[config.mk]
export PLATFORM = sky130hd
export DESIGN_NAME = soc_bus
export DESIGN_NICKNAME = d
export VERILOG_FILES = /design/src/rtl/soc_bus.sv
export SDC_FILE = /design/constraint.sdc
export NUM_CORES = 1
export LEC_CHECK = 0
export CAP_MARGIN = 10
export CELL_PAD_IN_SITES_DETAIL_PLACEMENT = 1
export CELL_PAD_IN_SITES_GLOBAL_PLACEMENT = 2
export CORE_UTILIZATION = 22
export DETAILED_ROUTE_END_ITERATION = 16
export GPL_TIMING_DRIVEN = 0
export HOLD_SLACK_MARGIN = 0.05
export PLACE_DENSITY = 0.75
export REMOVE_ABC_BUFFERS = 1
export SLEW_MARGIN = 0
export SYNTH_ARGS = -nofsm -noshare
export SYNTH_HDL_FRONTEND = slang
export SYNTH_SLANG_ARGS = --single-unit
export TNS_END_PERCENT = 30
[constraint.sdc]
create_clock -name clk -period 1.64 [get_ports clk]
set_input_delay 0.246 -clock clk [delete_from_list [all_inputs] [get_ports clk]]
set_output_delay 0.246 -clock clk [all_outputs]
set_load 0.05 [all_outputs]
[src/rtl/soc_bus.sv]
// soc_bus: interconnect between the core data port, the RAM and on-chip MMIO.
// Requests below MMIO_BASE go to RAM with a fixed latency; requests at or above
// it hit the MMIO block, which holds an LED register and an 8N1 UART transmitter.
module soc_bus #(
  parameter int unsigned       DATA_W       = 32,
  parameter int unsigned       ADDR_W       = 32,
  parameter int unsigned       MEM_LATENCY  = 1,
  parameter logic [ADDR_W-1:0] MMIO_BASE    = 32'h1000_0000,
  parameter int unsigned       LED_W        = 5,
  parameter int unsigned       CLKS_PER_BIT = 868
) (
  input  logic                  clk,
  input  logic                  reset_n,
  input  logic                  bus_req,
  input  logic                  bus_we,
  input  logic [ADDR_W-1:0]     bus_addr,
  input  logic [DATA_W-1:0]     bus_wdata,
  input  logic [DATA_W/8-1:0]   bus_wstrb,
  output logic                  bus_ready,
  output logic [DATA_W-1:0]     bus_rdata,
  output logic                  bus_err,
  output logic [ADDR_W-1:0]     mem_addr,
  output logic [DATA_W-1:0]     mem_wdata,
  output logic [DATA_W/8-1:0]   mem_wstrb,
  output logic                  mem_we,
  output logic                  mem_r_enable,
  input  logic [DATA_W-1:0]     mem_rdata,
  output logic [LED_W-1:0]      leds,
  output logic                  txd
);

  localparam int unsigned STRB_W    = DATA_W / 8;
  // Latency counter must reach MEM_LATENCY+1.
  localparam int unsigned LAT_W     = $clog2(MEM_LATENCY + 2);
  localparam int unsigned BIT_CNT_W = $clog2(CLKS_PER_BIT);

  typedef enum logic [1:0] {
    S_IDLE,
    S_MEM_WAIT,
    S_MMIO
  } state_e;

  state_e                 state_q;
  logic                   we_q;
  logic [LAT_W-1:0]       lat_cnt_q;
  logic [ADDR_W-1:0]      mem_addr_q;
  logic [DATA_W-1:0]      mem_wdata_q;
  logic [STRB_W-1:0]      mem_wstrb_q;
  logic                   mem_we_q;
  logic                   mem_re_q;
  logic                   bus_ready_q;
  logic                   bus_err_q;
  logic [DATA_W-1:0]      bus_rdata_q;
  logic [LED_W-1:0]       leds_q;

  // UART state: frame_q shifts right, its LSB is the line level.
  logic                   tx_busy_q;
  logic [9:0]             frame_q;
  logic [3:0]             bit_idx_q;
  logic [BIT_CNT_W-1:0]   clk_cnt_q;

  // MMIO decode works on the latched address; the two byte-offset bits are ignored.
  logic [ADDR_W-1:0]      mmio_off_d;
  logic [ADDR_W-3:0]      mmio_word_d;
  logic                   sel_led_d;
  logic                   sel_tx_d;
  logic                   sel_stat_d;
  logic                   unused_off_bits;

  assign mmio_off_d      = mem_addr_q - MMIO_BASE;
  assign mmio_word_d     = mmio_off_d[ADDR_W-1:2];
  assign sel_led_d       = (mmio_word_d == (ADDR_W-2)'(0));
  assign sel_tx_d        = (mmio_word_d == (ADDR_W-2)'(1));
  assign sel_stat_d      = (mmio_word_d == (ADDR_W-2)'(2));
  assign unused_off_bits = ^mmio_off_d[1:0];

  // A TX write may load the UART when it is idle or on the final stop-bit
  // cycle, so back-to-back frames follow each other with no idle gap.
  logic tx_last_d;
  logic tx_wr_d;
  logic tx_stall_d;
  logic tx_load_d;

  assign tx_last_d  = tx_busy_q && (bit_idx_q == 4'd9) &&
                      (clk_cnt_q == BIT_CNT_W'(CLKS_PER_BIT - 1));
  assign tx_wr_d    = (state_q == S_MMIO) && we_q && sel_tx_d && mem_wstrb_q[0];
  assign tx_stall_d = tx_wr_d && tx_busy_q && !tx_last_d;
  assign tx_load_d  = tx_wr_d && !tx_stall_d;

  // Request FSM: accept, sequence RAM latency or perform the MMIO access, respond.
  always_ff @(posedge clk) begin
    if (!reset_n) begin
      state_q     <= S_IDLE;
      we_q        <= 1'b0;
      lat_cnt_q   <= '0;
      mem_addr_q  <= '0;
      mem_wdata_q <= '0;
      mem_wstrb_q <= '0;
      mem_we_q    <= 1'b0;
      mem_re_q    <= 1'b0;
      bus_ready_q <= 1'b0;
      bus_err_q   <= 1'b0;
      bus_rdata_q <= '0;
      leds_q      <= '0;
    end else begin
      bus_ready_q <= 1'b0;
      bus_err_q   <= 1'b0;
      bus_rdata_q <= '0;
      mem_we_q    <= 1'b0;
      mem_re_q    <= 1'b0;
      case (state_q)
        S_IDLE: begin
          if (bus_req) begin
            mem_addr_q  <= bus_addr;
            mem_wdata_q <= bus_wdata;
            mem_wstrb_q <= bus_wstrb;
            we_q        <= bus_we;
            lat_cnt_q   <= '0;
            if (bus_addr >= MMIO_BASE) begin
              state_q <= S_MMIO;
            end else begin
              mem_we_q <= bus_we;
              mem_re_q <= !bus_we;
              state_q  <= S_MEM_WAIT;
            end
          end
        end
        S_MEM_WAIT: begin
          if (lat_cnt_q == LAT_W'(MEM_LATENCY + 1)) begin
            bus_ready_q <= 1'b1;
            bus_rdata_q <= we_q ? '0 : mem_rdata;
            state_q     <= S_IDLE;
          end else begin
            lat_cnt_q <= lat_cnt_q + LAT_W'(1);
          end
        end
        S_MMIO: begin
          if (!tx_stall_d) begin
            bus_ready_q <= 1'b1;
            state_q     <= S_IDLE;
            if (sel_led_d) begin
              if (we_q && mem_wstrb_q[0]) begin
                leds_q <= mem_wdata_q[LED_W-1:0];
              end else if (!we_q) begin
                bus_rdata_q <= DATA_W'(leds_q);
              end
            end else if (sel_stat_d) begin
              if (!we_q) begin
                bus_rdata_q <= {{(DATA_W-1){1'b0}}, tx_busy_q};
              end
            end else if (!sel_tx_d) begin
              bus_err_q <= 1'b1;
            end
          end
        end
        default: state_q <= S_IDLE;
      endcase
    end
  end

  // UART transmitter: start bit, 8 data bits LSB first, stop bit; a load always wins.
  always_ff @(posedge clk) begin
    if (!reset_n) begin
      tx_busy_q <= 1'b0;
      frame_q   <= '1;
      bit_idx_q <= '0;
      clk_cnt_q <= '0;
    end else if (tx_load_d) begin
      tx_busy_q <= 1'b1;
      frame_q   <= {1'b1, mem_wdata_q[7:0], 1'b0};
      bit_idx_q <= '0;
      clk_cnt_q <= '0;
    end else if (tx_busy_q) begin
      if (clk_cnt_q == BIT_CNT_W'(CLKS_PER_BIT - 1)) begin
        clk_cnt_q <= '0;
        if (bit_idx_q == 4'd9) begin
          tx_busy_q <= 1'b0;
        end else begin
          bit_idx_q <= bit_idx_q + 4'd1;
          frame_q   <= {1'b1, frame_q[9:1]};
        end
      end else begin
        clk_cnt_q <= clk_cnt_q + BIT_CNT_W'(1);
      end
    end
  end

  assign bus_ready    = bus_ready_q;
  assign bus_rdata    = bus_rdata_q;
  assign bus_err      = bus_err_q;
  assign mem_addr     = mem_addr_q;
  assign mem_wdata    = mem_wdata_q;
  assign mem_wstrb    = mem_wstrb_q;
  assign mem_we       = mem_we_q;
  assign mem_r_enable = mem_re_q;
  assign leds         = leds_q;
  assign txd          = frame_q[0];

endmodule

==> results_dict.tcl <==
set metrics [dict create \
    synth_top_area_share_pct 53.53 \
    final-max-slew-violation-count 0 \
    ir_drop_v 0.0006365 \
    hpwl_um 11780 \
    setup_ws_ns -0.3101 \
    grt_overflow 0 \
    fmax_ghz 0.5128 \
    critical_path_class "reg -> reg" \
    rsz0062_at_grt "yes" \
    synth_top_flop_cell "dfxtp_1" \
    violations "negative setup slack" \
    syn-cell-area_um2 5161 \
    cts_made_buffers 17 \
    setup_tns_ns -8.215 \
    synthTopCellsByArea "dfxtp_1 (54%), nand2_1 (11%), a21oi_1 (7.7%)" \
    multi_input_area_um2 2511 \
    ant_nets 0 \
    critPathTopFamily "simple AND/OR/NAND/NOR gates" \
    cp_data_arrival_time_ns 2.24 \
    start_util_pct 22.59 \
    final_common_cell "nand2_1" \
    finClkSkew_ns 0.008721 \
    required_ns 1.93 \
    clockBufferDepth 2 \
    avgSynthCellArea_um2 8.808 \
    hold_path_class "in -> reg" \
    first_iter_violations 200 \
    status "finished with violations" \
    fin_crit_sh_pct 118.9 \
    worst-path-buf-inv 2 \
    yosysWarningCount 0 \
    synth_top_area_cell "dfxtp_1" \
    num_vias 4889 \
    power_density_nw_per_um2 1031 \
    mostFrequentLayoutCells "nand2_1 (149), dfxtp_1 (129), clkdlybuf4s50_1 (101)" \
    antenna_found_initial 2 \
    ys_seq_area_share_pct 53.53 \
    place.gp.congestion 0.7331 \
    cts_tree "yes" \
    track_usage_pct 16.02 \
    rows 55 \
    fin_util_pct 36.79 \
    whs_ns 0.3659 \
    drc_errors 0 \
    io_buffers 213 \
    worst_path_max_delay_cell "nor4_4" \
    finalHoldViolations 0 \
    die-height_um 155.2 \
    fillers 2677 \
    worstMarginPinSlew_ns 0.6664 \
    setup_viol 36 \
    max_cap_violations 0 \
    synth_cells 586 \
    maxSlewHeadroom_pct 55.58 \
    grt_pass1_vias 4987 \
    synth.distinct_cells 54 \
    clkTransAtPathRegs_ns 0.07 \
    finalWirelength_um 19220 \
    drtPass1Iterations 4 \
    grt_pass1_wl_um 29150 \
    ios 214 \
    worstPathCellList "nor4_4, nand4_4, buf_12, nor4b_4, buf_6, mux2i_1, a22oi_1" \
    die_area_um2 24080 \
    p_leak_nw 3.453 \
    wl_per_cell_um 16.93 \
    worstSetupEndpointType "flip-flop" \
    synth_seq_cells 138 \
    clock-sinks 138 \
    nNetsFinal 919 \
    seq_area_um2 2774 \
    fin_crit_ns 1.950 \
    viasPerCell 4.307 \
    path_max_fanout 8 \
    synth_edf_count 0 \
    drive_gt1_share_pct 15.47 \
    clock_latency_ns 0.42 \
    power_mw 8.666 \
    grt_max_degree 88 \
    placed_area_um2 7574 \
    htree_num_levels 4 \
    fp.dieW_um 155.2 \
    synth-async-reset-ratio_pct 0 \
    critical_path.max_stage_delay_ns 0.35 \
    core_um2 22850 \
    root_buffer "clkbuf_16" \
    synthToLayoutAreaGrowth_pct 62.86 \
    startpoint_type "flip-flop" \
    finalInstanceArea_um2 8406 \
]
## registers in the layout, indices dropped and copies added, names as in the netlist, 2 cells and up
name	flops
bit_idx_q	4
bus_rdata	32
clk_cnt_q	10
frame_q	9
lat_cnt_q	2
leds	5
mem_addr	32
mem_wdata	32
mem_wstrb	4
state_q	2
## cell usage after synthesis, types with 2 or more instances
| master | count |
|---|---|
| and3_1 | 5 |
| nand2_1 | 154 |
| nand2b_1 | 3 |
| xor2_1 | 3 |
| a22oi_1 | 12 |
| dfxtp_1 | 138 |
| xnor2_1 | 2 |
| nor2_1 | 37 |
| or4_1 | 2 |
| ha_1 | 7 |
| nor2b_1 | 3 |
| nor3_1 | 6 |
| and2_1 | 29 |
| a21oi_1 | 79 |
| clkbuf_1 | 29 |
| nor4_2 | 4 |
| o21ai_0 | 7 |
| o32ai_1 | 2 |
| nor4_1 | 4 |
| mux2i_1 | 14 |
| inv_1 | 6 |
| nand4_1 | 2 |
| nand3_1 | 7 |
## area by class of cell
cell class / instances / area share [%]
diodes: 1 / 0.02977
clock buffers: 19 / 5.269
clock inverters: 13 / 1.593
inverters: 7 / 0.4614
multi-input cells: 414 / 29.87
flip-flops and latches: 138 / 33.00
well taps: 313 / 4.659
repair buffers: 230 / 25.11
## logic make-up (layout without fill, tap and decap cells)
family	count (synthesis)	after routing	share of synthesized area [%]
fa+ha+maj	7	7	1.697
simple gates	272	277	25.62
flops	138	138	53.53
mux	15	15	2.933
xor+xnor	5	5	0.8486
compound gates	110	110	12.29
buf+inv	39	269	3.079
other cells	0	1	0
## final timing paths
path | start | endpoint | slack (ns) | depth (start not counted)
setup / recovery | mem_addr[10]$_SDFFE_PN0P_ | frame_q[5]$_SDFFE_PN1P_ | -0.31 | 7
hold / removal | bus_wstrb[1] | mem_wstrb[1]$_SDFFE_PN0P_ | 0.37 | 3
hold reg to reg | mem_wstrb[1]$_SDFFE_PN0P_ | mem_wstrb[1]$_SDFFE_PN0P_ | 0.45 | 2
setup reg to reg | mem_addr[10]$_SDFFE_PN0P_ | frame_q[5]$_SDFFE_PN1P_ | -0.31 | 7
## power by group
group	internal, mW	leakage [nW]	switching [mW]
registers	3.47	1.13	0.113
clock network	2.17	0.273	1.61
logic	0.489	2.05	0.817
total	6.12	3.45	2.54
## what timing repair did
| action | CTS | global route |
|---|---|---|
| pin swaps | 23 | 6 |
| gates cloned | 3 | 2 |
| gates resized for setup | 173 | 56 |
| hold buffers | 0 | 0 |
| setup endpoints to repair | 248 | 158 |
| buffers inserted | 14 | 3 |
## tightest hold or removal path: stages
cell and delay (ns):
clkdlybuf4s50_1 0.39, nand2_1 0.05, a21oi_1 0.05
## routing by layer
metal | track usage [%] | wire [um] | part of all wire, % | vias to the layer above
met4 | 4.385 | 208 | 1.1 | 2
met1 | 19.08 | 8203 | 43 | 2331
met2 | 27.28 | 9592 | 50 | 111
li1 | - | - | - | 2430
met5 | 0 | 11 | 0.057 | -
met3 | 5.487 | 1198 | 6.2 | 15
## per-stage QoR
stage / std cells / worst slack (ns)
3_3_place_gp: 1080 / -3.010
4_1_cts: 1129 / -0.3317
3_5_place_dp: 1080 / -1.214
5_1_grt: 1135 / -0.4284
2_1_floorplan: 554 / -0.9037
6_report: 1135 / -0.3101
Note: power is estimated with default switching activity, not from simulation.
